## src/rtl/ps2_host_rx_if.sv

```systemverilog
// ps2_host_rx_if: PS/2 line inputs and decoded key outputs of ps2_host_rx.
// Revision: 1.0
`default_nettype none

interface ps2_host_rx_if;
  logic       PS2C;
  logic       PS2D;
  logic [7:0] ps2_key_code;
  logic       key_strobe;
  logic       key_break;
  logic       frame_err;
  logic       parity_err;

  // master drives the PS/2 lines and consumes decoded keys; slave is the receiver
  modport master (
    output PS2C, PS2D,
    input  ps2_key_code, key_strobe, key_break, frame_err, parity_err
  );

  modport slave (
    input  PS2C, PS2D,
    output ps2_key_code, key_strobe, key_break, frame_err, parity_err
  );
endinterface

`default_nettype wire

```

## src/rtl/ps2_host_rx.sv

```systemverilog
// ps2_host_rx: PS/2 keyboard receiver with clock filtering, timeout and break-code tagging.
// Revision: 1.0 -- define PS2_PARITY_CHECK_EN to enable odd-parity checking.
`default_nettype none

module ps2_host_rx #(
  parameter int TIMEOUT_CYCLES = 50000,
  parameter int FILTER_LEN     = 4
) (
  input  logic          ck,
  input  logic          reset,
  ps2_host_rx_if.slave  bus
);

  localparam int FW = (FILTER_LEN > 1) ? $clog2(FILTER_LEN) : 1;
  localparam int TW = (TIMEOUT_CYCLES > 1) ? $clog2(TIMEOUT_CYCLES) : 1;
  localparam logic [FW-1:0] FILT_LAST = FW'(FILTER_LEN - 1);
  localparam logic [TW-1:0] TO_LAST   = TW'(TIMEOUT_CYCLES - 1);

  typedef enum logic [1:0] {
    IDLE   = 2'd0,
    DATA   = 2'd1,
    PARITY = 2'd2,
    STOP   = 2'd3
  } state_t;

  logic          ps2c_s1, ps2c_s2;
  logic          ps2d_s1, ps2d_s2;
  logic [FW-1:0] filt_cnt;
  logic          filt;
  logic          filt_prev;
  logic          fall;

  state_t        state;
  logic [2:0]    bit_cnt;
  logic [7:0]    shreg;
  logic [TW-1:0] to_cnt;
  logic          break_pending;
  logic [7:0]    key_code_q;
  logic          strobe_q;
  logic          break_q;
  logic          ferr_q;
`ifdef PS2_PARITY_CHECK_EN
  logic          par_bit;
  logic          perr_q;
`endif

  always_ff @(posedge ck or posedge reset) begin
    if (reset) begin
      ps2c_s1 <= 1'b1;
      ps2c_s2 <= 1'b1;
      ps2d_s1 <= 1'b1;
      ps2d_s2 <= 1'b1;
    end else begin
      ps2c_s1 <= bus.PS2C;
      ps2c_s2 <= ps2c_s1;
      ps2d_s1 <= bus.PS2D;
      ps2d_s2 <= ps2d_s1;
    end
  end

  // Filtered level flips only after FILTER_LEN consecutive samples disagree with it
  always_ff @(posedge ck or posedge reset) begin
    if (reset) begin
      filt_cnt  <= '0;
      filt      <= 1'b1;
      filt_prev <= 1'b1;
    end else begin
      filt_prev <= filt;
      if (ps2c_s2 != filt) begin
        if (filt_cnt == FILT_LAST) begin
          filt     <= ps2c_s2;
          filt_cnt <= '0;
        end else begin
          filt_cnt <= filt_cnt + 1'b1;
        end
      end else begin
        filt_cnt <= '0;
      end
    end
  end

  assign fall = filt_prev & ~filt;

  always_ff @(posedge ck or posedge reset) begin
    if (reset) begin
      state         <= IDLE;
      bit_cnt       <= '0;
      shreg         <= '0;
      to_cnt        <= '0;
      break_pending <= 1'b0;
      key_code_q    <= '0;
      strobe_q      <= 1'b0;
      break_q       <= 1'b0;
      ferr_q        <= 1'b0;
`ifdef PS2_PARITY_CHECK_EN
      par_bit       <= 1'b0;
      perr_q        <= 1'b0;
`endif
    end else begin
      strobe_q <= 1'b0;
      break_q  <= 1'b0;
      ferr_q   <= 1'b0;
`ifdef PS2_PARITY_CHECK_EN
      perr_q   <= 1'b0;
`endif
      // An edge always takes priority over an expiring timeout
      if (fall) begin
        to_cnt <= '0;
        case (state)
          IDLE: begin
            if (!ps2d_s2) begin
              state   <= DATA;
              bit_cnt <= '0;
            end else begin
              ferr_q <= 1'b1;
            end
          end
          DATA: begin
            shreg   <= {ps2d_s2, shreg[7:1]};
            bit_cnt <= bit_cnt + 1'b1;
            if (bit_cnt == 3'd7) begin
              state <= PARITY;
            end
          end
          PARITY: begin
`ifdef PS2_PARITY_CHECK_EN
            par_bit <= ps2d_s2;
`endif
            state <= STOP;
          end
          STOP: begin
            state <= IDLE;
            if (!ps2d_s2) begin
              ferr_q <= 1'b1;
            end
`ifdef PS2_PARITY_CHECK_EN
            else if (^{shreg, par_bit} == 1'b0) begin
              perr_q <= 1'b1;
            end
`endif
            else begin
              key_code_q <= shreg;
              strobe_q   <= 1'b1;
              // 0xF0 is a break prefix: report it plainly and tag the following byte
              if (shreg == 8'hF0) begin
                break_q       <= 1'b0;
                break_pending <= 1'b1;
              end else begin
                break_q       <= break_pending;
                break_pending <= 1'b0;
              end
            end
          end
          default: state <= IDLE;
        endcase
      end else if (state != IDLE) begin
        if (to_cnt == TO_LAST) begin
          ferr_q <= 1'b1;
          state  <= IDLE;
          to_cnt <= '0;
        end else begin
          to_cnt <= to_cnt + 1'b1;
        end
      end
    end
  end

  assign bus.ps2_key_code = key_code_q;
  assign bus.key_strobe   = strobe_q;
  assign bus.key_break    = break_q;
  assign bus.frame_err    = ferr_q;
`ifdef PS2_PARITY_CHECK_EN
  assign bus.parity_err   = perr_q;
`else
  assign bus.parity_err   = 1'b0;
`endif

endmodule

`default_nettype wire

```

## src/flat_wrapper.sv

```systemverilog
// flat-port wrapper written by rule: the top's interface ports become plain ports
module ps2_host_rx_flat 
#(
  parameter int TIMEOUT_CYCLES = 50000,
  parameter int FILTER_LEN     = 4
)
  (ck, reset, bus_PS2C, bus_PS2D, bus_ps2_key_code, bus_key_strobe, bus_key_break, bus_frame_err, bus_parity_err);
  ps2_host_rx_if bus_i ();
  input  logic ck;
  input  logic reset;
  input wire logic [$bits(bus_i.PS2C)-1:0] bus_PS2C;
  input wire logic [$bits(bus_i.PS2D)-1:0] bus_PS2D;
  output wire logic [$bits(bus_i.ps2_key_code)-1:0] bus_ps2_key_code;
  output wire logic [$bits(bus_i.key_strobe)-1:0] bus_key_strobe;
  output wire logic [$bits(bus_i.key_break)-1:0] bus_key_break;
  output wire logic [$bits(bus_i.frame_err)-1:0] bus_frame_err;
  output wire logic [$bits(bus_i.parity_err)-1:0] bus_parity_err;
  assign bus_i.PS2C = bus_PS2C;
  assign bus_i.PS2D = bus_PS2D;
  assign bus_ps2_key_code = bus_i.ps2_key_code;
  assign bus_key_strobe = bus_i.key_strobe;
  assign bus_key_break = bus_i.key_break;
  assign bus_frame_err = bus_i.frame_err;
  assign bus_parity_err = bus_i.parity_err;
  ps2_host_rx #(.TIMEOUT_CYCLES(TIMEOUT_CYCLES), .FILTER_LEN(FILTER_LEN)) u_core (.ck(ck), .reset(reset), .bus(bus_i));
endmodule
```

## config.mk

```make
export PLATFORM = sky130hd
export DESIGN_NAME = ps2_host_rx_flat
export DESIGN_NICKNAME = d
export VERILOG_FILES = /design/src/rtl/ps2_host_rx_if.sv /design/src/rtl/ps2_host_rx.sv /design/src/flat_wrapper.sv
export SDC_FILE = /design/constraint.sdc
export NUM_CORES = 1
export LEC_CHECK = 0
export ABC_CLOCK_PERIOD_IN_PS = 2600
export CAP_MARGIN = 10
export CORE_ASPECT_RATIO = 1.2
export CORE_MARGIN = 1
export CORE_UTILIZATION = 30
export DETAILED_ROUTE_END_ITERATION = 10
export PLACE_DENSITY_LB_ADDON = 0.2
export RECOVER_POWER = 100
export SYNTH_ARGS = -nofsm -noshare
export SYNTH_HDL_FRONTEND = slang
export SYNTH_SLANG_ARGS = --single-unit
```

## constraint.sdc

```tcl
create_clock -name ck -period 2.6 [get_ports ck]
set_input_delay 0.26 -clock ck [delete_from_list [all_inputs] [get_ports ck]]
set_output_delay 0.26 -clock ck [all_outputs]
set_load 0.005 [all_outputs]
```

# Word level (Yosys, flattened, before mapping)
# Index checks and enable logic that the tools add are counted.
# W data, S select, Z words.
# totals
reg_bits	49
inputBits	4
word_cells	68
# op_classes
n_addsub	3
n_eq_ne	11
muxes	26
bitwise_logic	2
reduce_logical	10
# op_table
op	count
$mux W16	3
$add A16 B1 Y16 const B	1
$eq A16 B16 Y1 const B	1
$mux W2	7
$mux W1	12
$eq A8 B8 Y1 const B	1
$pmux W2 S4	1
$reduce_bool A2 Y1	4
$eq A2 B2 Y1 const B	3
$ne A3 B3 Y1 const B	2
$pmux W3 S2	1
$reduce_and A3 Y1	2
$reduce_and A2 Y1	2
$reduce_and A4 Y1	1
$add A3 B1 Y3 const B	1
$eq A3 B3 Y1 const B	1
$mux W3	1
$add A2 B1 Y2 const B	1
$eq A2 B1 Y1 const B	1
$logic_not A2 Y1	1
$ne A2 B2 Y1 const B	1
$pmux W1 S2	1
$and A1 B1 Y1	1
$ne A1 B1 Y1	1
$not A1 Y1	1

# Logic depth before layout (Yosys ltp)
# Gate-level depths: netlist of run 1.
# depth
depth_word	5
depth_mapped	7
depth_no_buf	6

# Least setup slack after synthesis of run 1
# OpenSTA, ideal clock, no wires.
# synth_timing
path_type	flip-flop to flip-flop
startpoint	register u_core.filt_prev
endpoint	register u_core.to_cnt[15]
setup_ps	79
t_arrival_ps	1806
path_slack_ps	715
path_stages_with_launch	6
path_cell_list	dfstp_2 > nand2b_4 > buf_6 > a2111o_1 > or4_1 > a21oi_1
# synth_between
elab_chain_len	2
word_cells_on_any_way	3
classes_between	1 x mux; 1 x bitwise; 1 x reduce/logical
# synth_lines
item	line	rtl
from (decl)	ps2_host_rx.sv:30	logic filt_prev;
from (signal assigned)	ps2_host_rx.sv:68	filt_prev <= filt;
$and A1 B1 Y1 *	ps2_host_rx.sv:82	assign fall = filt_prev & ~filt;
$mux W16 / $reduce_bool A2 Y1 (equally long branches)	n/a	
to (signal assigned)	ps2_host_rx.sv:162	to_cnt <= to_cnt + 1'b1;
to (decl)	ps2_host_rx.sv:36	logic [TW-1:0] to_cnt;
# Mark *: on every way between the ends. The rest lies on a longest branch, timed or not.
# A chain may end at the register's enable or synchronous reset.

# Final worst setup path of run 1
# layout_timing
startpoint	register u_core.filt_prev
endpoint	register u_core.bit_cnt[0]
# layout_between
elab_chain_len	2
# layout_lines
item	line	rtl
$and A1 B1 Y1	ps2_host_rx.sv:82	
$reduce_and A3 Y1 (no line)	n/a	
to (signal assigned)	ps2_host_rx.sv:120	bit_cnt <= bit_cnt + 1'b1;
to (decl)	ps2_host_rx.sv:34	logic [2:0] bit_cnt;
# No other way between the ends.

==> results.cfg, run 1 <==
[die]
floorplan.rows = 34
initial_core_util_pct = 31.20
die_h_um = 97.28
die_w_um = 81.40
ios = 16
core_region_area_um2 = 7274
fp.dieArea_um2 = 7919

[drt]
totalWireLength_um = 4243
wl_met1_um = 1977
dr_wl_met3_um = 88
wl_per_cell_um = 13.69
first_pass_iters = 4
route.detailed.drc = 0
drt-initial-drc-count = 76
routed_via_density = 4.968
via_count = 1540
top_layer = met4
ant_nets = 0
wl_met2_um = 2137

[timing]
finalSetupViolCount = 0
hold_viol = 0
worst_slew_pin_slew_ps = 1136
hold_slack_ps = 360.3
setup_slack_ps = 583.6
slew-limit-headroom_pct = 24.29
period_needed_ps = 2016
skew_ps = 10.96
fmax_ghz = 0.4959
finalCritPeriodShare_pct = 77.55
rsz0062_at_grt = false
finalMaxSlewViolations = 0
fin_tns_setup_ps = 0

[layout]
n_antenna_cell = 0
drive_gt1_share_pct = 15.45
fin_nets = 231
area_delta_synth_final_pct = 15.38

[power_and_ir_drop]
switching_share_pct = 33.79
total_power_mw = 2.401
clkPwrFrac_pct = 23.0
power_density_nw_per_um2 = 917.0
seqPwrFrac_pct = 45.8
p_sw_mw = 0.8116
p_int_mw = 1.590
comb_power_share_pct = 31.2
power.leakage_nw = 1.172
peakVddDrop_v = 0.0003977

[setup_path]
ff2ff_setup_slack_ps = 580
rr_startpoint = u_core.filt_prev
crit_type = reg -> reg
reg2reg_to = u_core.bit_cnt[0]
crit_arrival_ps = 2200
crit_path_max_fanout = 12
crit_required_ps = 2780
rr_worst_depth = 5
worstSetupEndpointType = flop
worstSetupStartpointType = flop

[hold_path]
hold_depth = 0
min_from = u_core.ps2d_s1
holdPathEnd = u_core.ps2d_s2
hp-class = reg -> reg

[synthesis]
async_flop_share_pct = 100.0
ys_ff_latch = 49
netlist_instances = 200
synth.cell_area_um2 = 2270
yosysWarningCount = 0
synth_top_cell_by_area = dfrtp_1
synth.top_cell.area_share_pct = 47.41
synthTopCellsByArea = dfrtp_1 (47%), mux2_2 (8.9%), dfstp_2 (6.9%)
synth_nets = 212
synth-edff-count = 0
synthDistinctLibCells = 42
synth_ff_type = dfrtp_1
synth_commonest_cells = dfrtp_1 (43), mux2_2 (18), nand2_1 (15)
yosysSeqAreaShare_pct = 54.36
synth.most_common_cell = dfrtp_1
avgSynthCellArea_um2 = 11.35

[clocking]
cts_made_buffers = 5
clk_latency_ps = 300
holdBufCountCts = 0
cts_tree = yes
htreeDepth = 2
path_clk_slew_ps = 90
post_cts.repair.setup_buffers = 0
clockBufferDepth = 2
cts_sinks = 49
post_cts_resized = 0
ctsRootBufferMaster = clkbuf_8

[placed_design]
dp_hpwl_um = 2906
io_buffers = 14
routabilityCongestion = 0.7361
dpl_worst_slack_ps = 683.7

[global_routing]
grt_pass1_vias = 1574
track_usage_pct = 11.88
grt_max_degree = 21
antenna_found_initial = 0
grt_pass1_wl_um = 7369
grt_overflow_total = 0

[flow_run]
drv_cap = 0

[run_status]
run_status = complete, no violations
## cell usage in the layout (no fill, tap or decap), drive strengths merged, types with 7 or more instances in the layout
cell / netlist / routed
clkbuf: 5 / 11
dlygate4sd3: 0 / 14
nor2: 12 / 12
dfrtp: 43 / 43
nand3: 7 / 7
a21oi: 11 / 11
nand2: 15 / 15
o21ai: 7 / 7
ha: 8 / 8
xnor2: 9 / 9
inv: 11 / 11
mux2: 18 / 18
## worst max-delay path, cell delays in order (launching register included)
cell,delay [ps]
dfstp_1,570
and2b_1,170
clkbuf_1,420
nand2_1,390
nor3b_1,280
a211oi_1,80
## registers in the layout, indices dropped and copies added (netlist names), 2 cells and up
register / flops
u_core.to_cnt: 16
u_core.bus.ps2_key_code: 8
u_core.shreg: 8
u_core.bit_cnt: 3
u_core.filt_cnt: 2
u_core.state: 2
## kinds of logic (layout without fill, tap and decap cells)
logic type | after synthesis | after routing | synth area share, %
and+or+nand+nor | 60 | 60 | 14.22
DFF | 49 | 49 | 54.35
AOI/OAI and AO/OA | 36 | 36 | 10.80
buffers and inverters | 19 | 39 | 3.638
muxes | 18 | 18 | 8.930
xor gates and xnor gates | 9 | 9 | 3.473
adders and majority gates | 8 | 8 | 4.410
other | 1 | 1 | 0.1652
## metal layers
metal  global-route usage, %  up-vias
met1                   15.73      775
li1                        -      740
met3                   2.254        6
met5                       0        -
met2                   19.23       19
met4                   3.709        0
## how the worst max path moves through the flow
stage                startpoint                 to  slack, ps  depth (start not counted)
4_1_cts        u_core.to_cnt[4]  u_core.to_cnt[13]        660                          4
3_3_place_gp   u_core.filt_prev  u_core.to_cnt[13]        700                          4
2_1_floorplan  u_core.filt_prev  u_core.to_cnt[15]        710                          5
5_1_grt                   reset   u_core.to_cnt[6]        320                          3
3_5_place_dp   u_core.filt_prev  u_core.to_cnt[13]        680                          4
6_report       u_core.filt_prev  u_core.bit_cnt[0]        580                          5
## per-stage QoR
step | std cells | cell area [µm²] | util, %
2_1_floorplan | 200 | 2270 | -
3_3_place_gp | 302 | 2526 | 34.73
3_5_place_dp | 302 | 2526 | 34.73
4_1_cts | 310 | 2638 | 36.26
5_1_grt | 310 | 2619 | 36.00
6_report | 310 | 2619 | 36.00
## cell type report
type	instances	area [µm²]
clock inverters	2	38.79
multi-input cells	132	953.4
repair buffers	20	166.4
fillers	720	4656
inverters	11	41.29
clock buffers	6	72.57
flip-flops and latches	49	1234
well taps	90	112.6
## power by group through the flow
stage                     sequential (mW)  combinational (mW)  clock, mW
after global routing                 1.13               0.848      0.598
after detailed placement             1.12               0.791          0
after floorplan                      1.08               0.584          0
after CTS                            1.11               0.799      0.576
final                                1.10               0.749      0.553
after global placement               1.12               0.782          0
Power figures use the tool's default switching activity.
==> inputs of run 2 (changes only) <==
--- a/config.mk
+++ b/config.mk
@@ -5,7 +5,7 @@
 export SDC_FILE = /design/constraint.sdc
 export NUM_CORES = 1
 export LEC_CHECK = 0
-export ABC_CLOCK_PERIOD_IN_PS = 2600
+export ABC_CLOCK_PERIOD_IN_PS = 2000
 export CAP_MARGIN = 10
 export CORE_ASPECT_RATIO = 1.2
 export CORE_MARGIN = 1
==> constraint.sdc (replaced) <==
create_clock -name ck -period 2 [get_ports ck]
set_input_delay 0.2 -clock ck [delete_from_list [all_inputs] [get_ports ck]]
set_output_delay 0.2 -clock ck [all_outputs]
set_load 0.005 [all_outputs]
==> results.cfg, run 2 (synthesis results as in run 1) <==
[timing]
worst_slew_pin_slew_ps = 822.7
finalSetupViolCount = 0
finalMaxSlewViolations = 0
fmax_ghz = 0.5251
period_needed_ps = 1905
rsz0062_at_grt = false
slew-limit-headroom_pct = 45.15
hold_viol = 0
finalCritPeriodShare_pct = 95.23
fin_tns_setup_ps = 0
skew_ps = 6.525
setup_slack_ps = 95.45

[drt]
wl_per_cell_um = 13.16
first_pass_iters = 4
routed_via_density = 4.900
ant_nets = 0
drt-initial-drc-count = 97
via_count = 1563
route.detailed.drc = 0
totalWireLength_um = 4199

[global_routing]
grt_pass1_vias = 1549
track_usage_pct = 12.21
antenna_found_initial = 0
grt_overflow_total = 0
grt_max_degree = 34
grt_pass1_wl_um = 7458

[setup_path]
rr_worst_depth = 5
reg2reg_to = u_core.to_cnt[15]
crit_type = reg -> reg
worstSetupEndpointType = flop
crit_arrival_ps = 2130
worstSetupStartpointType = flop
crit_path_max_fanout = 6
ff2ff_setup_slack_ps = 100
rr_startpoint = u_core.state[0]
crit_required_ps = 2220

[clocking]
cts_tree = yes
cts_made_buffers = 5
path_clk_slew_ps = 90
clockBufferDepth = 2
ctsRootBufferMaster = clkbuf_8
htreeDepth = 2
post_cts_resized = 0
clk_latency_ps = 300
cts_sinks = 49

[power_and_ir_drop]
peakVddDrop_v = 0.0005562
switching_share_pct = 34.62
clkPwrFrac_pct = 19.2
p_int_mw = 1.989
power.leakage_nw = 1.210
p_sw_mw = 1.053
seqPwrFrac_pct = 46.5
comb_power_share_pct = 34.3
power_density_nw_per_um2 = 1141

[die]
initial_core_util_pct = 31.20
die_h_um = 97.28
ios = 16
core_region_area_um2 = 7274
die_w_um = 81.40
fp.dieArea_um2 = 7919
floorplan.rows = 34

[placed_design]
dp_hpwl_um = 2967
postPlaceCellArea_um2 = 2584
io_buffers = 14
dpl_worst_slack_ps = 106.1
routabilityCongestion = 0.7600

[layout]
finalInstanceArea_um2 = 2668
fin_nets = 240
n_antenna_cell = 0
drive_gt1_share_pct = 20.09
final_cell_mix = dfrtp_1 (43), mux2_2 (18), nand2_1 (15)
utilization_pct = 36.67
largest_register_ffs = 16
area_delta_synth_final_pct = 17.53
final_common_cell = dfrtp_1
top_register = u_core.to_cnt

[hold_path]
hp-class = reg -> reg
min_from = u_core.ps2c_s1
holdPathEnd = u_core.ps2c_s2
hold_depth = 0

[run_status]
run_status = complete, no violations

[flow_run]
drv_cap = 0
## run 2: area by class of cell
class	instances	area [µm²]
fillers	721	4607
flip-flops and latches	49	1234
multi-input cells	132	953.4
repair buffers	29	236.5
well taps	90	112.6
clock buffers	5	68.82
inverters	11	41.29
clock inverters	3	21.27
## run 2: power groups by stage
stage	logic (mW)	clock network, mW	registers (mW)
detailed placement	1.08	0	1.44
floorplan	0.759	0	1.40
global placement	1.07	0	1.44
finish	1.04	0.584	1.41
global route	1.21	0.668	1.46
CTS	1.09	0.619	1.43
## run 2: per-layer routing
layer	up-vias	global-route usage, %	share of wire [%]
li1	763	-	-
met1	779	16.95	49
met2	17	18.65	48
met3	4	2.535	2.0
met4	0	4.121	0.95
met5	-	0	0
## run 2: how the worst max path moves through the flow
stage                                 from                 to  slack [ps]  cells past startpoint
after floorplan           u_core.filt_prev  u_core.to_cnt[15]         110                      5
after global placement     u_core.state[0]  u_core.to_cnt[15]         160                      5
after detailed placement   u_core.state[0]  u_core.to_cnt[15]         110                      5
after CTS                  u_core.state[0]  u_core.to_cnt[15]          80                      5
after global routing                 reset  u_core.to_cnt[12]          10                      3
final                      u_core.state[0]  u_core.to_cnt[15]         100                      5
## run 2: what timing repair did
action / in CTS / in global routing
buffers inserted: 0 / 3
setup endpoints to repair: 0 / 2
hold buffers: 0 / 0
## run 2: worst max-delay path, cell delays in order, from the launching register on
cell and delay (ps):
dfrtp_1 390, inv_1 70, ha_1 210, a2111o_1 490
or4_1 520, a21oi_1 150
## run 2: metrics by stage
step | cells | total power [mW] | hold WS, ps
floorplan | 200 | 2.164 | 204.5
detailed placement | 308 | 2.529 | 347.2
global placement | 308 | 2.509 | 345.7
finish | 319 | 3.043 | 359.7
CTS | 316 | 3.133 | 189.9
global route | 319 | 3.330 | 367.6
==> inputs of run 3 (changes only) <==
--- a/config.mk
+++ b/config.mk
@@ -7,6 +7,8 @@
 export LEC_CHECK = 0
 export ABC_CLOCK_PERIOD_IN_PS = 2000
 export CAP_MARGIN = 10
+export CELL_PAD_IN_SITES_DETAIL_PLACEMENT = 0
+export CELL_PAD_IN_SITES_GLOBAL_PLACEMENT = 1
 export CORE_ASPECT_RATIO = 1.2
 export CORE_MARGIN = 1
 export CORE_UTILIZATION = 30
==> results.cfg, run 3 (synthesis results as in run 1) <==
[die]
floorplan.rows = 34
ios = 16
die_h_um = 97.28
fp.dieArea_um2 = 7919
die_w_um = 81.40
initial_core_util_pct = 31.20
core_region_area_um2 = 7274

[power_and_ir_drop]
comb_power_share_pct = 33.6
power_density_nw_per_um2 = 1146
p_sw_mw = 1.081
p_int_mw = 1.993
clkPwrFrac_pct = 20.0
power.leakage_nw = 1.222
peakVddDrop_v = 0.0004433
seqPwrFrac_pct = 46.4
switching_share_pct = 35.17

[drt]
route.detailed.drc = 0
via_count = 1536
first_pass_iters = 4
routed_via_density = 4.815
ant_nets = 0
drt-initial-drc-count = 32
totalWireLength_um = 4374
wl_per_cell_um = 13.71

[timing]
worst_slew_pin_slew_ps = 831.8
fin_tns_setup_ps = 0
fmax_ghz = 0.5329
skew_ps = 7.875
hold_viol = 0
rsz0062_at_grt = false
period_needed_ps = 1876
hold_slack_ps = 359.4
finalMaxSlewViolations = 0
slew-limit-headroom_pct = 44.55
finalSetupViolCount = 0
finalCritPeriodShare_pct = 93.82

[layout]
n_antenna_cell = 0
final_cell_mix = dfrtp_1 (43), mux2_2 (18), nand2_1 (15)
finalInstanceArea_um2 = 2684
drive_gt1_share_pct = 21.83
largest_register_ffs = 16
fin_nets = 240
fillers = 738
top_register = u_core.to_cnt
area_delta_synth_final_pct = 18.25
multi_input_area_um2 = 954.7
final_common_cell = dfrtp_1
regArea_um2 = 1234

[setup_path]
worstSetupStartpointType = flop
slowest_delay_ps = 520
slowest_stage = or4_1
crit_type = reg -> reg
crit_arrival_ps = 2110
crit_path_max_fanout = 7
crit_required_ps = 2230
worstSetupEndpointType = flop
path_cells = inv_2 -> ha_1 -> a2111o_1 -> or4_1 -> a21oi_1

[global_routing]
grt_pass1_wl_um = 7928
antenna_found_initial = 0
grt_max_degree = 34
track_usage_pct = 12.95
grt_overflow_total = 0
grt_pass1_vias = 1642

[clocking]
cts_tree = yes
clk_latency_ps = 310
clockBufferDepth = 2
holdBufCountCts = 0
ctsRootBufferMaster = clkbuf_8
htreeDepth = 2
cts_made_buffers = 5
cts_sinks = 49
path_clk_slew_ps = 90

[run_status]
run_status = complete, no violations

[placed_design]
routabilityCongestion = 0.7703
postPlaceCellArea_um2 = 2599
io_buffers = 14
dp_hpwl_um = 3087

[flow_run]
drv_cap = 0

[hold_path]
hp-class = reg -> reg
-- run 3: cell count changes in the layout (fill, tap and decap cells not counted), sizes merged --
cell | before | now
clkinv | 1 | 2
clkinvlp | 1 | 0
clkbuf | 11 | 7
buf | 9 | 13
-- run 3: worst max-delay path, delay by kind of cell (launching register included) --
family / cells / cell delay [ps]
AOI/OAI and AO/OA: 2 / 600
DFF: 1 / 430
and+or+nand+nor: 1 / 520
buffers and inverters: 1 / 60
adders and majority gates: 1 / 210
-- run 3: what timing repair did --
| action | 4_1_cts | 5_1_grt |
|---|---|---|
| endpoints found under the setup margin | 0 | 3 |
| resized for setup | 0 | 2 |
| setup buffers | 0 | 1 |
-- run 3: routing by layer --
metal  routed length (µm)  track usage (%)
met3                   92            2.817
met2                 2097            20.64
met1                 2129            17.39
met4                   54            3.709
met5                    0                0
-- run 3: final timing paths --
check,from,to,slack [ps],cells after the start
setup reg to reg,u_core.state[0],u_core.to_cnt[15],120,5
hold / removal,u_core.ps2d_s1,u_core.ps2d_s2,360,0
max in group asynchronous,reset,u_core.to_cnt[9],380,3
setup / recovery,u_core.state[0],u_core.to_cnt[15],120,5
hold reg to reg,u_core.ps2d_s1,u_core.ps2d_s2,360,0
min in group asynchronous,reset,u_core.bit_cnt[2],400,2
-- run 3: area by class of cell --
type                            instances  share of cell area [%]
Sequential cell                        49                   45.97
Multi-Input combinational cell        132                   35.57
Timing Repair Buffer                   29                   9.184
Tap cell                               90                   4.196
Clock buffer                            5                   2.564
Inverter                               11                   1.538
Clock inverter                          3                  0.9790
-- run 3: power by group through the flow --
| stage | logic (mW) | registers (mW) | clock network [mW] |
|---|---|---|---|
| finish | 1.03 | 1.43 | 0.614 |
| global route | 1.19 | 1.47 | 0.682 |
| CTS | 1.08 | 1.43 | 0.648 |
| detailed placement | 1.07 | 1.45 | 0 |
| global placement | 1.08 | 1.44 | 0 |
| floorplan | 0.759 | 1.40 | 0 |
-- run 3: metrics by stage --
step | worst slack [ps] | utilization [%] | total power [mW] | std cells
after floorplan | 114.7 | - | 2.164 | 200
after global placement | 118.1 | 35.72 | 2.524 | 310
after detailed placement | 80.71 | 35.72 | 2.524 | 310
after CTS | 67.27 | 37.03 | 3.162 | 318
after global routing | 5.028 | 36.89 | 3.341 | 319
final | 123.6 | 36.89 | 3.074 | 319
